<file path="src/rtl/shift_chaser_pkg.sv">
// Shared constants for the shift/LED chaser: mode encodings, direction values
// and a small helper for sizing the prescaler counter.
package shift_chaser_pkg;

  localparam logic [1:0] MODE_ROTATE   = 2'b00;
  localparam logic [1:0] MODE_FILL     = 2'b01;
  localparam logic [1:0] MODE_PINGPONG = 2'b10;
  localparam logic [1:0] MODE_HOLD     = 2'b11;

  localparam logic DIR_LEFT  = 1'b1;
  localparam logic DIR_RIGHT = 1'b0;

  // A divide-by-one prescaler still needs a 1-bit counter to stay legal.
  function automatic int cnt_width(input int div);
    return (div > 1) ? $clog2(div) : 1;
  endfunction

endpackage

</file>
<file path="src/rtl/shift_chaser_tick_prescaler.sv">
// Step prescaler: counts 0..DIV-1 while enabled and flags the terminal count
// as a one-cycle tick. clr restarts the phase from zero.
module tick_prescaler
  import shift_chaser_pkg::*;
#(
  parameter int DIV = 50000
) (
  input  logic clk,
  input  logic reset,
  input  logic en,
  input  logic clr,
  output logic tick
);

  localparam int CW = cnt_width(DIV);
  localparam logic [CW-1:0] LAST = CW'(DIV - 1);

  logic [CW-1:0] cnt_q;
  logic [CW-1:0] cnt_d;

  always_comb begin
    cnt_d = cnt_q;
    tick  = en && (cnt_q == LAST);
    if (clr) begin
      cnt_d = '0;
    end else if (en) begin
      cnt_d = (cnt_q == LAST) ? '0 : cnt_q + CW'(1);
    end
  end

  always_ff @(posedge clk or posedge reset) begin
    if (reset) begin
      cnt_q <= '0;
    end else begin
      cnt_q <= cnt_d;
    end
  end

endmodule

</file>
<file path="src/rtl/shift_chaser_param.sv">
// Parametrised bidirectional shift / LED chaser with rotate, fill, ping-pong
// and hold modes, a synchronised direction switch and a built-in prescaler.
module shift_chaser_param
  import shift_chaser_pkg::*;
#(
  parameter int WIDTH       = 8,
  parameter int DIV         = 50000,
  parameter int SYNC_STAGES = 2
) (
  input  logic             clk,
  input  logic             reset,
  input  logic             sw,
  input  logic [1:0]       mode,
  input  logic             en,
  input  logic             load,
  input  logic [WIDTH-1:0] load_val,
  output logic [WIDTH-1:0] q,
  output logic             step,
  output logic             dir
);

  localparam logic [WIDTH-1:0] ONE = WIDTH'(1);

  logic [SYNC_STAGES-1:0] sync_q;
  logic [SYNC_STAGES-1:0] sync_d;
  logic                   sw_s;

  logic [WIDTH-1:0] q_q;
  logic [WIDTH-1:0] q_d;
  logic             step_q;
  logic             step_d;
  logic             pp_dir_q;
  logic             pp_dir_d;

  logic             tick;
  logic [WIDTH-1:0] rot_left;
  logic [WIDTH-1:0] rot_right;
  logic [WIDTH-1:0] fill_left;
  logic [WIDTH-1:0] fill_right;
  logic             q_zero;
  logic             q_full;

  tick_prescaler #(
    .DIV (DIV)
  ) u_prescaler (
    .clk   (clk),
    .reset (reset),
    .en    (en),
    .clr   (load),
    .tick  (tick)
  );

  assign sync_d = {sync_q[SYNC_STAGES-2:0], sw};
  assign sw_s   = sync_q[SYNC_STAGES-1];

  assign rot_left   = {q_q[WIDTH-2:0], q_q[WIDTH-1]};
  assign rot_right  = {q_q[0], q_q[WIDTH-1:1]};
  assign fill_left  = {q_q[WIDTH-2:0], 1'b1};
  assign fill_right = {1'b1, q_q[WIDTH-1:1]};
  assign q_zero     = (q_q == '0);
  assign q_full     = &q_q;

  always_comb begin
    q_d      = q_q;
    step_d   = 1'b0;
    pp_dir_d = pp_dir_q;

    // Outside ping-pong the bounce register shadows the switch, so entering
    // ping-pong starts in the direction the switch last selected.
    if (mode != MODE_PINGPONG) begin
      pp_dir_d = sw_s;
    end

    if (load) begin
      q_d = load_val;
    end else if (tick) begin
      unique case (mode)
        MODE_ROTATE: begin
          step_d = 1'b1;
          if (q_zero) begin
            q_d = ONE;
          end else begin
            q_d = (sw_s == DIR_LEFT) ? rot_left : rot_right;
          end
        end
        MODE_FILL: begin
          step_d = 1'b1;
          if (q_full) begin
            q_d = '0;
          end else begin
            q_d = (sw_s == DIR_LEFT) ? fill_left : fill_right;
          end
        end
        MODE_PINGPONG: begin
          step_d = 1'b1;
          if (q_zero) begin
            q_d = ONE;
          end else if (pp_dir_q == DIR_LEFT && q_q[WIDTH-1]) begin
            // Bounce off the end in the same tick so end LEDs never linger.
            pp_dir_d = DIR_RIGHT;
            q_d      = rot_right;
          end else if (pp_dir_q == DIR_RIGHT && q_q[0]) begin
            pp_dir_d = DIR_LEFT;
            q_d      = rot_left;
          end else begin
            q_d = (pp_dir_q == DIR_LEFT) ? rot_left : rot_right;
          end
        end
        default: begin
          q_d = q_q;
        end
      endcase
    end
  end

  always_ff @(posedge clk or posedge reset) begin
    if (reset) begin
      sync_q   <= '1;
      q_q      <= ONE;
      step_q   <= 1'b0;
      pp_dir_q <= DIR_LEFT;
    end else begin
      sync_q   <= sync_d;
      q_q      <= q_d;
      step_q   <= step_d;
      pp_dir_q <= pp_dir_d;
    end
  end

  assign q    = q_q;
  assign step = step_q;
  assign dir  = (mode == MODE_PINGPONG) ? pp_dir_q : sw_s;

endmodule

</file>
<file path="config.mk">
export PLATFORM = sky130hd
export DESIGN_NAME = shift_chaser_param
export DESIGN_NICKNAME = d
export VERILOG_FILES = /design/src/rtl/shift_chaser_pkg.sv /design/src/rtl/shift_chaser_tick_prescaler.sv /design/src/rtl/shift_chaser_param.sv
export SDC_FILE = /design/constraint.sdc
export NUM_CORES = 1
export LEC_CHECK = 0
export CAP_MARGIN = 40
export CORE_MARGIN = 1.5
export CORE_UTILIZATION = 55
export DETAILED_ROUTE_END_ITERATION = 16
export GPL_ROUTABILITY_DRIVEN = 0
export HOLD_SLACK_MARGIN = 0.12
export PLACE_DENSITY = 0.79
export SKIP_CTS_REPAIR_TIMING = 1
export SLEW_MARGIN = 10
export SYNTH_ARGS = -nofsm -noshare
export SYNTH_HDL_FRONTEND = slang
export SYNTH_SLANG_ARGS = --single-unit
</file>
<file path="constraint.sdc">
create_clock -name clk -period 2.3 [get_ports clk]
set_input_delay 0.46 -clock clk [delete_from_list [all_inputs] [get_ports clk]]
set_output_delay 0.46 -clock clk [all_outputs]
set_load 0.02 [all_outputs]
</file>
==> impl_metrics.json <==
{
  "rsz0062_at_grt": "false",
  "grt_max_degree": 29,
  "finalCoreUtilization_pct": 70.5,
  "ctsRootBufferMaster": "clkbuf_4",
  "synth.yosys.seq_area_share_pct": 36.4,
  "run_status": "completed",
  "synth.mux.area_fraction_pct": 1.10,
  "die_w_um": 62.4,
  "ys_types": 53,
  "drtPass1Iterations": 4,
  "post-place-ws_ps": -238,
  "cts-buffers-inserted": 3,
  "dr_total_vias": 1747,
  "detail-route-antenna-nets": 0,
  "netlist_area_sq_um": 1940,
  "synthAdderAreaFrac_pct": 3.22,
  "worst_slack_ps": 174,
  "start_util_pct": 57.7,
  "fill_cells": 284,
  "ys.flop_type": "dfrtp_1",
  "crit_buf_inv": 3,
  "finalWirelength_um": 4340,
  "setup_viol": 0,
  "dp_hpwl_um": 3180,
  "synth_area_leaders": "dfrtp_1 31%, dfstp_2 5.4%, nor2_1 4.4%",
  "grt_pass1_vias": 1746,
  "placed_cells": 299,
  "stdcell_area_sq_um": 2370,
  "hold_violations": 0,
  "layout-drive-gt1-share_pct": 17.9,
  "fin_cells": 303,
  "synth-edff-count": 0,
  "maxSlewHeadroom_pct": 63.4,
  "drtIter0Drc": 144,
  "synth_top_family_by_area": "simple AND/OR/NAND/NOR gates",
  "clk-insertion-delay-late_ps": 340,
  "max_cap_violations": 0,
  "timing.final.crit_share_pct": 92.5,
  "antenna_found_initial": 0,
  "yosys.area_share.simple_pct": 26.0,
  "die_y_um": 62.4,
  "p_per_area_nw_per_um2": 486,
  "ir_worst_vdd_v": 0.000454,
  "h-tree-depth": 1,
  "synth_largest_area_cell": "dfrtp_1",
  "synthesis.nets": 239,
  "vias_per_cell": 5.77,
  "power_mw": 1.15,
  "nets": 278,
  "synth-seq-cells": 28,
  "ys_warn_count": 0,
  "required_ps": 2560,
  "layout_min_cycle_time_ps": 2130,
  "io_pins": 25,
  "skew_ps": 7.90,
  "max_stage_delay_ps": 480,
  "end_kind": "flop",
  "start_kind": "primary input",
  "p_leak_nw": 0.961,
  "clk_pin_slew_ps": 160,
  "cts.sinks": 28,
  "die_area_sq_um": 3890,
  "num_antenna_cells": 0,
  "grt.total_usage_pct": 23.9,
  "gr-total-overflow": 0,
  "cpMaxStageDelayCell": "clkdlybuf4s50_1",
  "worst_slew_pin_slew_ps": 543,
  "worstPathArrival_ps": 2390,
  "grt_pass1_wl_um": 7730,
  "crit_fanout": 8,
  "cts_tree": "yes",
  "drc": 0,
  "cts_buffer_depth": 2,
  "timing.fmax_mhz": 470,
  "synth-async-reset-ratio_pct": 100,
  "portBuffers": 24,
  "wl_per_cell_um": 14.3,
  "maxSlewViolCount": 0,
  "holdCritPathClass": "flop to flop",
  "synth_xor_area_share_pct": 4.96,
  "crit_chain": "clkdlybuf4s50_1 -> inv_1 -> buf_4 -> ha_1 -> nor2b_1 -> a21oi_1 -> o211ai_1 -> a221oi_1 -> o31ai_1",
  "synthTopCellsByCount": "24 x dfrtp_1, 23 x nor2_1, 22 x nand2_1",
  "synth_top_area_share_pct": 30.9,
  "layout-area-overhead-vs-synth_pct": 22.2,
  "place_area_sq_um": 2330,
  "fin_setup_tns_ps": 0,
  "cpLargestDelayFamily": "buffers and inverters",
  "synth-compound-area-share_pct": 20.1,
  "netlist_instances": 219,
  "path_class": "primary input to flop",
  "synth.most_common_cell": "dfrtp_1",
  "core_sq_um": 3360,
  "core.rowCount": 21,
  "fin_hold_ws_ps": 370,
  "syn_avg_cell_area_sq_um": 8.86
}
-- layout make-up --
class / count / area [sq um] / area share, %
Multi-Input combinational cell: 167 / 1080 / 45.5
Sequential cell: 28 / 706 / 29.8
Timing Repair Buffer: 50 / 463 / 19.5
Tap cell: 46 / 57.6 / 2.43
Clock buffer: 4 / 36.3 / 1.53
Inverter: 8 / 30.0 / 1.27
-- path summary, 6_finish.rpt --
check | startpoint | cells after the start | end | slack [ps]
hold reg to reg | sync_q[0]$_DFF_PP1_ | 0 | sync_q[1]$_DFF_PP1_ | 370
hold / removal | sync_q[0]$_DFF_PP1_ | 0 | sync_q[1]$_DFF_PP1_ | 370
min in group asynchronous | reset | 3 | u_prescaler.cnt_q[6]$_DFFE_PP0P_ | 450
max in group asynchronous | reset | 3 | sync_q[0]$_DFF_PP1_ | 1530
setup / recovery | mode[0] | 9 | q[2]$_DFFE_PP0P_ | 170
setup reg to reg | q[0]$_DFFE_PP1P_ | 6 | q[5]$_DFFE_PP0P_ | 260
-- power by group --
part | internal, mW | switching (mW)
combinational | 0.167 | 0.168
clock | 0.0972 | 0.155
sequential | 0.522 | 0.0442
-- cell families after synthesis --
kind of cell | after synthesis
simple gates | 94
mux | 2
xor+xnor | 11
compound gates | 55
flops | 28
buf+inv | 24
fa+ha+maj | 5
-- sequential cells by signal, summed over array words and instances (netlist names) --
signal / count
pp_dir_q: 1
q: 8
step: 1
sync_q: 2
u_prescaler.cnt_q: 16
-- routing by layer --
| metal | vias to the layer above | wire length (um) | global-route usage, % | part of all wire (%) |
|---|---|---|---|---|
| met2 | 52 | 1920 | 37.6 | 44 |
| met3 | 12 | 224 | 5.41 | 5.2 |
| li1 | 862 | - | - | - |
| met1 | 821 | 2110 | 33.0 | 49 |
| met4 | 0 | 81 | 7.22 | 1.9 |
| met5 | - | 0 | 0 | 0 |
-- cells in the final DEF, fill, tap and decap left out, types with 5 or more instances in the layout --
cell | netlist | routed
buf_4 | 1 | 24
xnor2_1 | 5 | 5
ha_1 | 5 | 5
nor2_1 | 23 | 22
o31ai_1 | 7 | 7
a21oi_1 | 16 | 16
clkdlybuf4s50_1 | 0 | 23
dfrtp_1 | 24 | 24
nor3_1 | 6 | 6
o21ai_0 | 6 | 6
nand3_1 | 7 | 7
nand2b_1 | 5 | 5
o211ai_1 | 5 | 5
nand2_1 | 22 | 22
inv_1 | 8 | 8
nor2b_1 | 7 | 7
nand4_1 | 7 | 7
xor2_1 | 6 | 6
(Power assumes the default switching activity.)
